===== src/rtl/array_arb_pkg.sv =====
// Shared types, constants and init-value helper for the arbitrated register array.
package array_arb_pkg;

   localparam int unsigned NUM_REQ = 2;

   typedef enum logic {
      S_INIT = 1'b0,
      S_RUN  = 1'b1
   } state_t;

   // Power-up contents of entry i: odd numbers 1, 3, 5, ...
   function automatic int unsigned init_val(input int unsigned i);
      return 32'(2 * i + 1);
   endfunction

endpackage


===== src/rtl/array_port_arbiter_if.sv =====
// Request/response bus between the requesters and the shared array.
interface array_port_arbiter_if
   import array_arb_pkg::*;
#(
   parameter int unsigned DATA_W = 32,
   parameter int unsigned ADDR_W = 2
);
   logic [NUM_REQ-1:0]        req_valid;
   logic [NUM_REQ-1:0]        req_write;
   logic [NUM_REQ*ADDR_W-1:0] req_addr;
   logic [NUM_REQ*DATA_W-1:0] req_wdata;
   logic [NUM_REQ-1:0]        req_ready;
   logic [NUM_REQ-1:0]        rsp_valid;
   logic [DATA_W-1:0]         rsp_rdata;
   logic                      init_done;

   modport master (
      output req_valid, req_write, req_addr, req_wdata,
      input  req_ready, rsp_valid, rsp_rdata, init_done
   );

   modport slave (
      input  req_valid, req_write, req_addr, req_wdata,
      output req_ready, rsp_valid, rsp_rdata, init_done
   );
endinterface


===== src/rtl/rr_arbiter2.sv =====
// Two-way round-robin arbiter; pointer names the requester favoured on a tie.
module rr_arbiter2
   import array_arb_pkg::*;
(
   input  logic               i_clk,
   input  logic               i_reset,
   input  logic [NUM_REQ-1:0] i_req,
   output logic [NUM_REQ-1:0] o_gnt_c
);

   logic r_ptr;

   // One-hot grant: pointer breaks a tie, a lone request always wins
   always_comb begin
      o_gnt_c = '0;
      if (i_req == 2'b11) begin
         o_gnt_c = r_ptr ? 2'b10 : 2'b01;
      end else begin
         o_gnt_c = i_req;
      end
   end

   // After a grant, favour the requester that lost; hold when idle
   always_ff @(posedge i_clk) begin
      if (i_reset) begin
         r_ptr <= 1'b0;
      end else if (|o_gnt_c) begin
         r_ptr <= ~o_gnt_c[1];
      end
   end

endmodule


===== src/rtl/array_port_arbiter.sv =====
// Shared DEPTH-entry register array with power-up fill and round-robin access.
module array_port_arbiter
   import array_arb_pkg::*;
#(
   parameter int unsigned DATA_W = 32,
   parameter int unsigned DEPTH  = 4,
   parameter int unsigned ADDR_W = 2
)(
   input  logic clk,
   input  logic reset,
   array_port_arbiter_if.slave bus
);

   localparam logic [ADDR_W:0]   DEPTH_X  = (ADDR_W + 1)'(DEPTH);
   localparam logic [ADDR_W-1:0] LAST_IDX = ADDR_W'(DEPTH - 1);

   logic [DATA_W-1:0]  r_arr [DEPTH];
   state_t             r_state;
   logic [ADDR_W-1:0]  r_cnt;
   logic [NUM_REQ-1:0] r_rsp_valid;
   logic [DATA_W-1:0]  r_rsp_rdata;
   logic               r_init_done;

   logic [NUM_REQ-1:0] w_req;
   logic [NUM_REQ-1:0] w_gnt;
   logic               w_gidx;
   logic               w_write;
   logic [ADDR_W-1:0]  w_addr;
   logic [DATA_W-1:0]  w_wdata;
   logic               w_in_range;

   // Requests are only visible to the arbiter once the fill has finished
   assign w_req = bus.req_valid & {NUM_REQ{r_state == S_RUN}};

   rr_arbiter2 u_arb (
      .i_clk   (clk),
      .i_reset (reset),
      .i_req   (w_req),
      .o_gnt_c (w_gnt)
   );

   // Select the granted requester's command
   assign w_gidx     = w_gnt[1];
   assign w_write    = w_gidx ? bus.req_write[1] : bus.req_write[0];
   assign w_addr     = w_gidx ? bus.req_addr[2*ADDR_W-1:ADDR_W] : bus.req_addr[ADDR_W-1:0];
   assign w_wdata    = w_gidx ? bus.req_wdata[2*DATA_W-1:DATA_W] : bus.req_wdata[DATA_W-1:0];
   assign w_in_range = ({1'b0, w_addr} < DEPTH_X);

   // Array storage: fill sequence, then granted in-range writes
   always_ff @(posedge clk) begin
      if (!reset) begin
         if (r_state == S_INIT) begin
            r_arr[r_cnt] <= DATA_W'(init_val(32'(r_cnt)));
         end else if ((|w_gnt) && w_write && w_in_range) begin
            r_arr[w_addr] <= w_wdata;
         end
      end
   end

   // Control FSM and one-cycle read response register
   always_ff @(posedge clk) begin
      if (reset) begin
         r_state     <= S_INIT;
         r_cnt       <= '0;
         r_rsp_valid <= '0;
         r_rsp_rdata <= '0;
         r_init_done <= 1'b0;
      end else begin
         r_rsp_valid <= '0;
         r_rsp_rdata <= '0;
         case (r_state)
            S_INIT: begin
               if (r_cnt == LAST_IDX) begin
                  r_state     <= S_RUN;
                  r_init_done <= 1'b1;
               end else begin
                  r_cnt <= r_cnt + ADDR_W'(1);
               end
            end
            S_RUN: begin
               if ((|w_gnt) && !w_write) begin
                  r_rsp_valid <= w_gnt;
                  r_rsp_rdata <= w_in_range ? r_arr[w_addr] : '0;
               end
            end
            default: r_state <= S_INIT;
         endcase
      end
   end

   assign bus.req_ready = w_gnt;
   assign bus.rsp_valid = r_rsp_valid;
   assign bus.rsp_rdata = r_rsp_rdata;
   assign bus.init_done = r_init_done;

endmodule


===== src/flat_wrapper.sv =====
// flat-port wrapper written by rule: the top's interface ports become plain ports
module array_port_arbiter_flat import array_arb_pkg::*;
#(
   parameter int unsigned DATA_W = 32,
   parameter int unsigned DEPTH  = 4,
   parameter int unsigned ADDR_W = 2
)
  (clk, reset, bus_req_valid, bus_req_write, bus_req_addr, bus_req_wdata, bus_req_ready, bus_rsp_valid, bus_rsp_rdata, bus_init_done);
  array_port_arbiter_if #(.DATA_W(DATA_W), .ADDR_W(ADDR_W)) bus_i ();
  input  logic clk;
  input  logic reset;
  input wire logic [$bits(bus_i.req_valid)-1:0] bus_req_valid;
  input wire logic [$bits(bus_i.req_write)-1:0] bus_req_write;
  input wire logic [$bits(bus_i.req_addr)-1:0] bus_req_addr;
  input wire logic [$bits(bus_i.req_wdata)-1:0] bus_req_wdata;
  output wire logic [$bits(bus_i.req_ready)-1:0] bus_req_ready;
  output wire logic [$bits(bus_i.rsp_valid)-1:0] bus_rsp_valid;
  output wire logic [$bits(bus_i.rsp_rdata)-1:0] bus_rsp_rdata;
  output wire logic [$bits(bus_i.init_done)-1:0] bus_init_done;
  assign bus_i.req_valid = bus_req_valid;
  assign bus_i.req_write = bus_req_write;
  assign bus_i.req_addr = bus_req_addr;
  assign bus_i.req_wdata = bus_req_wdata;
  assign bus_req_ready = bus_i.req_ready;
  assign bus_rsp_valid = bus_i.rsp_valid;
  assign bus_rsp_rdata = bus_i.rsp_rdata;
  assign bus_init_done = bus_i.init_done;
  array_port_arbiter #(.DATA_W(DATA_W), .DEPTH(DEPTH), .ADDR_W(ADDR_W)) u_core (.clk(clk), .reset(reset), .bus(bus_i));
endmodule

===== config.mk =====
export PLATFORM = sky130hd
export DESIGN_NAME = array_port_arbiter_flat
export DESIGN_NICKNAME = d
export VERILOG_FILES = /design/src/rtl/array_arb_pkg.sv /design/src/rtl/array_port_arbiter_if.sv /design/src/rtl/rr_arbiter2.sv /design/src/rtl/array_port_arbiter.sv /design/src/flat_wrapper.sv
export SDC_FILE = /design/constraint.sdc
export NUM_CORES = 1
export LEC_CHECK = 0
export ABC_AREA = 0
export CAP_MARGIN = 20
export CORE_MARGIN = 1.5
export CORE_UTILIZATION = 43
export DETAILED_ROUTE_END_ITERATION = 7
export PLACE_DENSITY_LB_ADDON = 0.25
export SLEW_MARGIN = 10
export SYNTH_ARGS = -nofsm -noshare
export SYNTH_HDL_FRONTEND = slang
export SYNTH_HIERARCHICAL = 1
export SYNTH_SLANG_ARGS = --single-unit

===== constraint.sdc =====
create_clock -name clk -period 14.9 [get_ports clk]
set_input_delay 2.98 -clock clk [delete_from_list [all_inputs] [get_ports clk]]
set_output_delay 2.98 -clock clk [all_outputs]
set_load 0.005 [all_outputs]

==> results.sh, run 1 <==
export IMPL_status="finished, final reports clean"
export IMPL_weighted_congestion_at_the_end_of_routability_driven_global_placement=0.743
export IMPL_crit_reg2reg_launch="u_core/r_state"
export IMPL_p_clk_share_pct=35.9
export IMPL_p_seq_share_pct=51.4
export IMPL_clock_sinks=167
export IMPL_core_area_um2=14500
export IMPL_grt_start_max_net_pins=68
export IMPL_report_power_total_mw=1.14
export IMPL_setup_worst_path_end_class="output port"
export IMPL_fin_setup_tns_ns=0
export IMPL_cts_resized=0
export IMPL_critical_path_max_stage_delay_ns=0.63
export IMPL_combPwrFrac_pct=12.7
export IMPL_grt_setup_unrepaired="no"
export IMPL_global_route_overflow_total=0
export IMPL_port_buffer_count=110
export IMPL_cts_buffers=17
export IMPL_yosys_area_share_simple_pct=3.92
export IMPL_min_period_over_period_pct=53.6
export IMPL_post_cts_repair_setup_buffers=0
export IMPL_period_needed_ns=7.99
export IMPL_net_count_after_synthesis=478
export IMPL_post_route_drc_count=0
export IMPL_std_cell_rows=44
export IMPL_clock_tree_root_cell="sky130_fd_sc_hd__clkbuf_16"
export IMPL_clock_skew_ns=0.00639
export IMPL_postPlaceCellArea_um2=7680
export IMPL_postSynthRegisterBits=167
export IMPL_max_freq_mhz=125
export IMPL_crit_path_frequent_cell="sky130_fd_sc_hd__clkdlybuf4s50_1"
export IMPL_synth_adder_area_share_pct=0.196
export IMPL_floorplan_die_area_um2=15600
export IMPL_grtUsageTotal_pct=15.8
export IMPL_critical_path_cell_by_cell="clkdlybuf4s50_1 > and2_1 > a21boi_4 > buf_4 > clkdlybuf4s50_1"
export IMPL_design_portCount=111
export IMPL_cts_tree="done"
export IMPL_layout_area_overhead_vs_synth_pct=29.4
export IMPL_worst_ir_drop_vdd_uv=80.7
export IMPL_critical_path_source_type="primary input"
export IMPL_htree_levels=4
export IMPL_max_cap_violations=0
export IMPL_first_pass_grt_wire_length_um=18600
export IMPL_cts_hold_buffers=0
export IMPL_synth_area_mux_share_pct=14.9
export IMPL_num_nets_final=592
export IMPL_mostFrequentLayoutCells="sky130_fd_sc_hd__edfxtp_1 (128), sky130_fd_sc_hd__clkdlybuf4s50_1 (110), sky130_fd_sc_hd__mux2i_1 (93)"
export IMPL_die_y_um=125
export IMPL_timing_setup_critical_path_class="in2out"
export IMPL_antenna_diode_count=0
export IMPL_layout_cell_area_non_filler_um2=8270
export IMPL_detail_route_antenna_nets=0
export IMPL_first_global_vias=3555
export IMPL_syn_cell_area_um2=6390
export IMPL_max_slew_margin_pct=39.6
export IMPL_cp_data_arrival_time_ns=5.01
export IMPL_syn_inst=403
export IMPL_cp_required_ns=11.92
export IMPL_leakage_nw=2.90
export IMPL_routed_via_count=3673
export IMPL_leading_cell_type_in_the_layout_fill_and_taps_excluded="sky130_fd_sc_hd__edfxtp_1"
export IMPL_post_dp_hpwl_um=7130
export IMPL_start_util_pct=44.0
export IMPL_cellPowerDensity_nw_per_um2=138
export IMPL_post_synthesis_sequential_area_ratio_pct=72.4
export IMPL_clkSlewWorstSetupHoldPaths_ns=0.06
export IMPL_cts_root_to_sink_buffers=2
export IMPL_routed_wire_length_per_instance_um=16.9
export IMPL_switching_share_pct=23.0
export IMPL_number_of_drc_markers_after_the_initial_detailed_route_iteration=208
export IMPL_hold_class="reg2reg"
export IMPL_setup_viol=0
export IMPL_antenna_found_initial=0
export IMPL_drt_vias_per_instance=5.14
export IMPL_total_switching_power_mw=0.262
export IMPL_slew_violations=0
export IMPL_combinational_family_with_the_most_area_after_synthesis="multiplexers"
export IMPL_die_w_um=125
export IMPL_synth_compound_area_share_pct=5.48
export IMPL_worst_slew_pin_slew_ns=0.905
export IMPL_slowest_stage="sky130_fd_sc_hd__clkdlybuf4s50_1"
export IMPL_finalWirelength_um=12100
export IMPL_yosysWarningCount=6
export IMPL_critPathLaunch="bus_req_valid[1]"
export IMPL_yosys_cell_types_count=33
export IMPL_drive_above_1_share_pct=8.49
export IMPL_worstSkewPairLatency_ns=0.41
export IMPL_finalHoldViolations=0
export IMPL_synth_area_per_cell_um2=15.9
export IMPL_hold_start="u_core/bus.init_done"
export IMPL_post_synthesis_xor_xnor_area_fraction_pct=0.137
export IMPL_first_pass_iters=4
export IMPL_internal_power_consumption_mw=0.878
export IMPL_path_max_fanout=45
-- sequential cells by signal, summed over array words and instances, names as in the netlist --
name	count
u_core/bus.init_done	1
u_core/bus.rsp_rdata	32
u_core/bus.rsp_valid	2
u_core/r_arr	128
u_core/r_cnt	2
u_core/r_state	1
u_core/u_arb/r_ptr	1
-- metal layers --
layer / global-route usage (%) / part of all wire (%) / vias up
met3: 3.99 / 5.1 / 16
li1: - / - / 1764
met5: 0 / 0 / -
met2: 26.7 / 50 / 119
met4: 6.75 / 1.8 / 0
met1: 19.3 / 44 / 1774
-- power by group through the flow --
stage / sequential, mW / clock (mW) / combinational, mW
final: 0.586 / 0.409 / 0.145
after global routing: 0.591 / 0.438 / 0.158
after CTS: 0.586 / 0.416 / 0.146
after detailed placement: 0.596 / 0 / 0.145
after global placement: 0.593 / 0 / 0.143
after floorplan: 0.593 / 0 / 0.0895
-- synth_stat cells, drive strengths merged --
| cell | number | area [µm²] |
|---|---|---|
| nand2b | 4 | 25.0 |
| edfxtp | 128 | 3840 |
| buf | 22 | 173 |
| o21a | 1 | 7.51 |
| nand2 | 7 | 26.3 |
| o32ai | 2 | 17.5 |
| a211oi | 3 | 22.5 |
| dfxtp | 39 | 781 |
| o21ai | 7 | 38.8 |
| nor2 | 38 | 143 |
| nor3b | 1 | 7.51 |
| nor2b | 1 | 6.26 |
| nand3 | 2 | 10.0 |
| a21oi | 4 | 20.0 |
| xnor2 | 1 | 8.76 |
| and2 | 2 | 12.5 |
| a211o | 1 | 8.76 |
| ha | 1 | 12.5 |
| o22ai | 34 | 213 |
| inv | 5 | 18.8 |
| nand3b | 1 | 7.51 |
| and3 | 1 | 6.26 |
| mux2i | 94 | 953 |
| a21boi | 2 | 15.0 |
| a21o | 1 | 7.51 |
| or3 | 1 | 6.26 |
-- path summary, 6_finish.rpt --
check / endpoint / slack (ns) / cells past startpoint
setup reg to reg: u_core/r_arr[0][26] / 11.18 / 8
hold / removal: u_core/bus.init_done / 0.48 / 2
setup / recovery: bus_req_ready[1] / 6.91 / 5
hold reg to reg: u_core/bus.init_done / 0.48 / 2
-- final cells by class --
| type | instances | area [µm²] |
|---|---|---|
| clock buffers | 23 | 489 |
| flip-flops and latches | 167 | 4620 |
| repair buffers | 117 | 1170 |
| multi-input cells | 209 | 1660 |
| fillers | 1193 | 6260 |
| well taps | 184 | 230 |
| clock inverters | 9 | 72.6 |
| inverters | 5 | 18.8 |
-- through the flow --
| step | hold slack, ns | setup WS [ns] | util, % | instances |
|---|---|---|---|---|
| floorplan | 0.451 | 7.93 | - | 403 |
| global placement | 0.461 | 6.95 | 52.9 | 681 |
| detailed placement | 0.470 | 6.87 | 52.9 | 681 |
| CTS | 0.483 | 6.87 | 56.7 | 713 |
| global route | 0.525 | 6.78 | 56.9 | 714 |
| finish | 0.476 | 6.91 | 56.9 | 714 |
-- cells by family (layout without fill, tap and decap cells) --
group,count (synthesis),in the layout
DFF,167,167
buffers and inverters,27,154
adders and majority gates,1,1
muxes,94,94
xor gates and xnor gates,1,1
AOI/OAI and AO/OA,55,55
and+or+nand+nor,58,58
-- worst max-delay path, delay by kind of cell --
kind                   cells  cell delay, ns
AND/OR/NAND/NOR            1            0.17
buffers and inverters      3            1.67
AO/OA/AOI/OAI              1            0.17
Power figures use the tool's default switching activity.
==> run 2: changes to the inputs <==
Clock period 14.9 ns to 6.4 ns, I/O delays scaled along.
==> run 2 against run 1 <==
Net effect:
- sequential share of layout area is essentially flat
- sequential cell count did not move
- first-iteration DRC count is 17% higher
- critical path type unchanged
- critical endpoint unchanged
- highest routed layer unchanged
==> results.sh, run 2 (same netlist as run 1, synthesis figures left out) <==
export IMPL_design_portCount=111
export IMPL_core_area_um2=14500
export IMPL_status="finished, final reports clean"
export IMPL_cts_buffers=17
export IMPL_clock_sinks=167
export IMPL_worst_ir_drop_vdd_uv=244
export IMPL_grt_start_max_net_pins=67
export IMPL_largest_register="u_core/r_arr"
export IMPL_die_w_um=125
export IMPL_endpoint_of_the_most_critical_setup_path="bus_req_ready[1]"
export IMPL_layout_area_overhead_vs_synth_pct=29.4
export IMPL_floorplan_die_area_um2=15600
export IMPL_cp_data_arrival_time_ns=3.67
export IMPL_leakage_nw=2.89
export IMPL_report_power_total_mw=2.67
export IMPL_clock_tree_root_cell="sky130_fd_sc_hd__clkbuf_16"
export IMPL_setup_viol=0
export IMPL_worst_slew_pin_slew_ns=0.898
export IMPL_antenna_found_initial=0
export IMPL_finalHoldViolations=0
export IMPL_start_util_pct=44.0
export IMPL_post_cts_repair_setup_buffers=0
export IMPL_std_cell_rows=44
export IMPL_die_y_um=125
export IMPL_fin_setup_tns_ns=0
export IMPL_drive_above_1_share_pct=8.30
export IMPL_clkSlewWorstSetupHoldPaths_ns=0.06
export IMPL_first_pass_grt_wire_length_um=19300
export IMPL_crit_reg2reg_launch="u_core/r_state"
export IMPL_routed_wire_length_per_instance_um=17.2
export IMPL_cts_root_to_sink_buffers=2
export IMPL_critPathLaunch="bus_req_valid[1]"
export IMPL_first_pass_iters=4
export IMPL_largest_register_ffs=128
export IMPL_reg2reg_depth=7
export IMPL_drt_vias_per_instance=5.15
export IMPL_htree_levels=4
export IMPL_post_dp_hpwl_um=7390
export IMPL_min_period_over_period_pct=77.3
export IMPL_max_slew_margin_pct=40.1
export IMPL_hold_class="reg2reg"
export IMPL_cp_required_ns=5.12
export IMPL_antenna_diode_count=0
export IMPL_cts_resized=0
export IMPL_num_nets_final=592
export IMPL_timing_setup_critical_path_class="in2out"
export IMPL_setup_reg_to_reg_worst_slack_ns=2.66
export IMPL_clock_skew_ns=0.00760
export IMPL_path_max_fanout=26
export IMPL_detail_route_antenna_nets=0
export IMPL_leading_cell_type_in_the_layout_fill_and_taps_excluded="sky130_fd_sc_hd__edfxtp_1"
export IMPL_critical_path_source_type="primary input"
export IMPL_cts_tree="done"
export IMPL_grt_setup_unrepaired="no"
export IMPL_number_of_drc_markers_after_the_initial_detailed_route_iteration=243
export IMPL_first_global_vias=3741
export IMPL_slew_violations=0
export IMPL_max_cap_violations=0
export IMPL_finalWirelength_um=12300
export IMPL_cellPowerDensity_nw_per_um2=322
export IMPL_fillers=1191
export IMPL_max_freq_mhz=202
export IMPL_mostFrequentLayoutCells="sky130_fd_sc_hd__edfxtp_1 (128), sky130_fd_sc_hd__clkdlybuf4s50_1 (110), sky130_fd_sc_hd__mux2i_1 (93)"
export IMPL_reg2reg_to="u_core/r_arr[2][3]"
export IMPL_setup_worst_path_end_class="output port"
export IMPL_port_buffer_count=110
export IMPL_routed_via_count=3676
export IMPL_period_needed_ns=4.95
export IMPL_post_route_drc_count=0
export IMPL_global_route_overflow_total=0
export IMPL_worstSkewPairLatency_ns=0.42
export IMPL_grtUsageTotal_pct=16.3
export IMPL_cts_hold_buffers=0
export IMPL_weighted_congestion_at_the_end_of_routability_driven_global_placement=0.751
## run 2: worst min-delay path by stage
stage                         startpoint              endpoint  slack (ns)  depth (start not counted)
floorplan             u_core/u_arb/r_ptr    u_core/u_arb/r_ptr        0.45                          1
detailed placement  u_core/bus.init_done  u_core/bus.init_done        0.47                          2
global route        u_core/bus.init_done  u_core/bus.init_done        0.49                          2
global placement      u_core/u_arb/r_ptr    u_core/u_arb/r_ptr        0.47                          1
finish              u_core/bus.init_done  u_core/bus.init_done        0.48                          2
CTS                 u_core/bus.init_done  u_core/bus.init_done        0.48                          2
## run 2: layout make-up
type	count	area (µm²)	area share, %
clock buffer	22	454	5.49
clock inverter	10	106	1.29
inverter	5	18.8	0.227
multi-input combinational	209	1660	20.1
sequential	167	4620	55.9
tap	184	230	2.78
timing repair buffer	117	1170	14.2
## run 2: report_power, final
group	switching (mW)	internal (mW)	leakage [nW]
logic	0.189	0.147	1.08
clock network	0.383	0.580	0.279
registers	0.0437	1.32	1.53
## run 2: critical path: stages
cell and delay, ns:
sky130_fd_sc_hd__clkdlybuf4s50_1 0.45, sky130_fd_sc_hd__and2_1 0.15, sky130_fd_sc_hd__a21boi_4 0.69, sky130_fd_sc_hd__buf_4 0.51, sky130_fd_sc_hd__clkdlybuf4s50_1 0.58
## run 2: metrics by stage
stage	setup slack [ns]	area, µm²	hold WS [ns]	utilization, %	std cells
finish	1.45	8270	0.475	56.9	714
global route	1.29	8270	0.495	56.9	714
global placement	1.33	7680	0.468	52.9	681
detailed placement	1.26	7680	0.472	52.9	681
CTS	1.40	8240	0.482	56.7	713
floorplan	1.13	6390	0.451	-	403
## run 2: routing by layer
layer  vias up  track usage (%)  routed length (µm)
met5         -                0                   0
met4         0             8.09                 232
met3        16             3.61                 498
met2        94             28.0                6270
met1      1800             19.6                5300
li1       1766                -                   -
==> run 3: changes to the inputs <==
Clock period 6.4 ns to 4.5 ns, I/O delays scaled along.
==> run 3 against run 2 <==
Net effect:
- largest power group unchanged
- clock power increased by 62%
- largest cell class unchanged
- register-to-register slack got worse by 1.3 ns
- global-route usage about the same
- via count increased by 0.73%
- count of clock-buffer cells in the layout decreased by 3
- design area increased by 1.5%
==> results.sh, run 3 (same netlist as run 1, synthesis figures left out) <==
export IMPL_core_area_um2=14500
export IMPL_path_delay_family="buffers and inverters"
export IMPL_clock_tree_root_cell="sky130_fd_sc_hd__clkbuf_16"
export IMPL_drt_vias_per_instance=5.14
export IMPL_worst_path_stages=5
export IMPL_total_switching_power_mw=0.900
export IMPL_status="finished, final reports clean"
export IMPL_setup_viol=0
export IMPL_floorplan_die_area_um2=15600
export IMPL_leakage_nw=2.96
export IMPL_cts_root_to_sink_buffers=2
export IMPL_clock_sinks=167
export IMPL_setup_reg_to_reg_worst_slack_ns=1.41
export IMPL_crit_reg2reg_launch="u_core/r_state"
export IMPL_leading_cell_type_in_the_layout_fill_and_taps_excluded="sky130_fd_sc_hd__edfxtp_1"
export IMPL_timing_setup_critical_path_class="in2out"
export IMPL_global_route_overflow_total=0
export IMPL_max_cap_violations=0
export IMPL_htree_levels=4
export IMPL_finalWirelength_um=12500
export IMPL_weighted_congestion_at_the_end_of_routability_driven_global_placement=0.741
export IMPL_cp_required_ns=3.60
export IMPL_internal_power_consumption_mw=3.09
export IMPL_finish_cell_count_without_fillers=721
export IMPL_start_util_pct=44.0
export IMPL_num_nets_final=599
export IMPL_antenna_diode_count=0
export IMPL_period_needed_ns=3.70
export IMPL_routed_wire_length_per_instance_um=17.3
export IMPL_critical_path_cell_by_cell="clkdlybuf4s50_1 > and2_1 > a21boi_4 > buf_4 > clkdlybuf4s50_1"
export IMPL_endpoint_of_the_most_critical_setup_path="bus_req_ready[1]"
export IMPL_layout_cell_area_non_filler_um2=8400
export IMPL_design_portCount=111
export IMPL_final_setup_slack_of_the_worst_path_ns=0.798
export IMPL_drive_above_1_share_pct=10.2
export IMPL_min_period_over_period_pct=82.3
export IMPL_clock_skew_ns=0.00655
export IMPL_max_freq_mhz=270
export IMPL_routed_via_count=3703
export IMPL_antenna_found_initial=0
export IMPL_largest_register_ffs=128
export IMPL_worst_ir_drop_vdd_uv=322
export IMPL_clkSlewWorstSetupHoldPaths_ns=0.06
export IMPL_critical_path_source_type="primary input"
export IMPL_reg2reg_to="u_core/r_arr[3][19]"
export IMPL_die_w_um=125
export IMPL_max_slew_margin_pct=41.9
export IMPL_detail_route_antenna_nets=0
export IMPL_cp_data_arrival_time_ns=2.80
export IMPL_report_power_total_mw=3.99
export IMPL_first_global_vias=3796
export IMPL_std_cell_rows=44
export IMPL_cellPowerDensity_nw_per_um2=475
export IMPL_worst_slew_pin_slew_ns=0.872
export IMPL_critical_path_max_stage_delay_ns=0.56
export IMPL_cts_tree="done"
export IMPL_reg2reg_depth=6
export IMPL_path_max_fanout=17
export IMPL_cts_buffers=17
export IMPL_grt_start_max_net_pins=67
export IMPL_grt_setup_unrepaired="no"
export IMPL_post_route_drc_count=0
export IMPL_post_dp_hpwl_um=7970
export IMPL_slew_violations=0
export IMPL_slowest_stage="sky130_fd_sc_hd__clkdlybuf4s50_1"
export IMPL_worstSkewPairLatency_ns=0.43
export IMPL_first_pass_iters=4
export IMPL_setup_worst_path_end_class="output port"
export IMPL_hold_class="reg2reg"
export IMPL_grtUsageTotal_pct=16.3
export IMPL_worstPathBufferInverterCount=3
export IMPL_placement_setup_worst_slack_ns=0.571
export IMPL_post_cts_repair_setup_buffers=0
export IMPL_port_buffer_count=110
export IMPL_first_pass_grt_wire_length_um=19300
export IMPL_number_of_drc_markers_after_the_initial_detailed_route_iteration=218
export IMPL_layout_area_overhead_vs_synth_pct=31.4
export IMPL_die_y_um=125
export IMPL_crit_path_frequent_cell="sky130_fd_sc_hd__clkdlybuf4s50_1"
export IMPL_critPathLaunch="bus_req_valid[1]"
export IMPL_finalHoldViolations=0
export IMPL_mostFrequentLayoutCells="sky130_fd_sc_hd__edfxtp_1 (128), sky130_fd_sc_hd__clkdlybuf4s50_1 (110), sky130_fd_sc_hd__mux2i_1 (93)"
export IMPL_postPlaceCellArea_um2=7750
export IMPL_placedCellCount=689
export IMPL_cts_hold_buffers=0
export IMPL_p_seq_share_pct=48.6
export IMPL_p_clk_share_pct=39.2
export IMPL_largest_register="u_core/r_arr"
export IMPL_combPwrFrac_pct=12.2
export IMPL_cts_resized=0
export IMPL_switching_share_pct=22.6
## run 3: changes by cell type in the layout (fill, tap and decap cells not counted), sizes merged
cell      before  now
clkinvlp       0    1
clkinv         8    6
clkbuf        22   19
buf            7   14
inv            5    6
bufinv         2    5
## run 3: cell type report
| cell class | count | area [µm²] |
|---|---|---|
| multi-input cells | 209 | 1660 |
| repair buffers | 124 | 1220 |
| inverters | 5 | 18.8 |
| clock inverters | 13 | 200 |
| well taps | 184 | 230 |
| clock buffers | 19 | 443 |
| fillers | 1141 | 6140 |
| flip-flops and latches | 167 | 4620 |
## run 3: how the worst min path moves through the flow
stage	from	end	depth (start not counted)
after global placement	u_core/bus.init_done	u_core/bus.init_done	2
after global routing	u_core/bus.init_done	u_core/bus.init_done	2
after CTS	u_core/bus.init_done	u_core/bus.init_done	2
after floorplan	u_core/u_arb/r_ptr	u_core/u_arb/r_ptr	1
after detailed placement	u_core/bus.init_done	u_core/bus.init_done	2
final	u_core/bus.init_done	u_core/bus.init_done	2
## run 3: stage by stage
step           utilization, %  TNS, ns  hold WS, ns
6_report                 57.8        0        0.478
4_1_cts                  57.8        0        0.486
2_1_floorplan               -   -25.12        0.451
5_1_grt                  57.8        0        0.497
3_5_place_dp             53.4        0        0.473
3_3_place_gp             53.4        0        0.460
## run 3: power by group through the flow
| stage | Sequential [mW] | Clock, mW | Combinational (mW) |
|---|---|---|---|
| 2_1_floorplan | 1.96 | 0 | 0.296 |
| 3_3_place_gp | 1.96 | 0 | 0.484 |
| 3_5_place_dp | 1.97 | 0 | 0.496 |
| 4_1_cts | 1.94 | 1.60 | 0.498 |
| 5_1_grt | 1.95 | 1.65 | 0.531 |
| 6_report | 1.94 | 1.56 | 0.488 |
## run 3: per-layer routing
layer / vias to the layer above / GRT usage (%) / routed length, µm
met5: - / 0 / 0
met4: 0 / 6.95 / 219
met3: 15 / 4.08 / 455
met2: 83 / 29.3 / 6550
met1: 1829 / 18.5 / 5230
li1: 1776 / - / -
## run 3: worst register-to-register path, cell delays in order (launching register included)
cell and delay (ns):
sky130_fd_sc_hd__dfxtp_1 0.47, sky130_fd_sc_hd__and2_1 0.27, sky130_fd_sc_hd__a21boi_0 0.43, sky130_fd_sc_hd__nand3b_1 0.14, sky130_fd_sc_hd__a21o_2 0.26, sky130_fd_sc_hd__o32ai_4 0.78, sky130_fd_sc_hd__buf_4 0.41
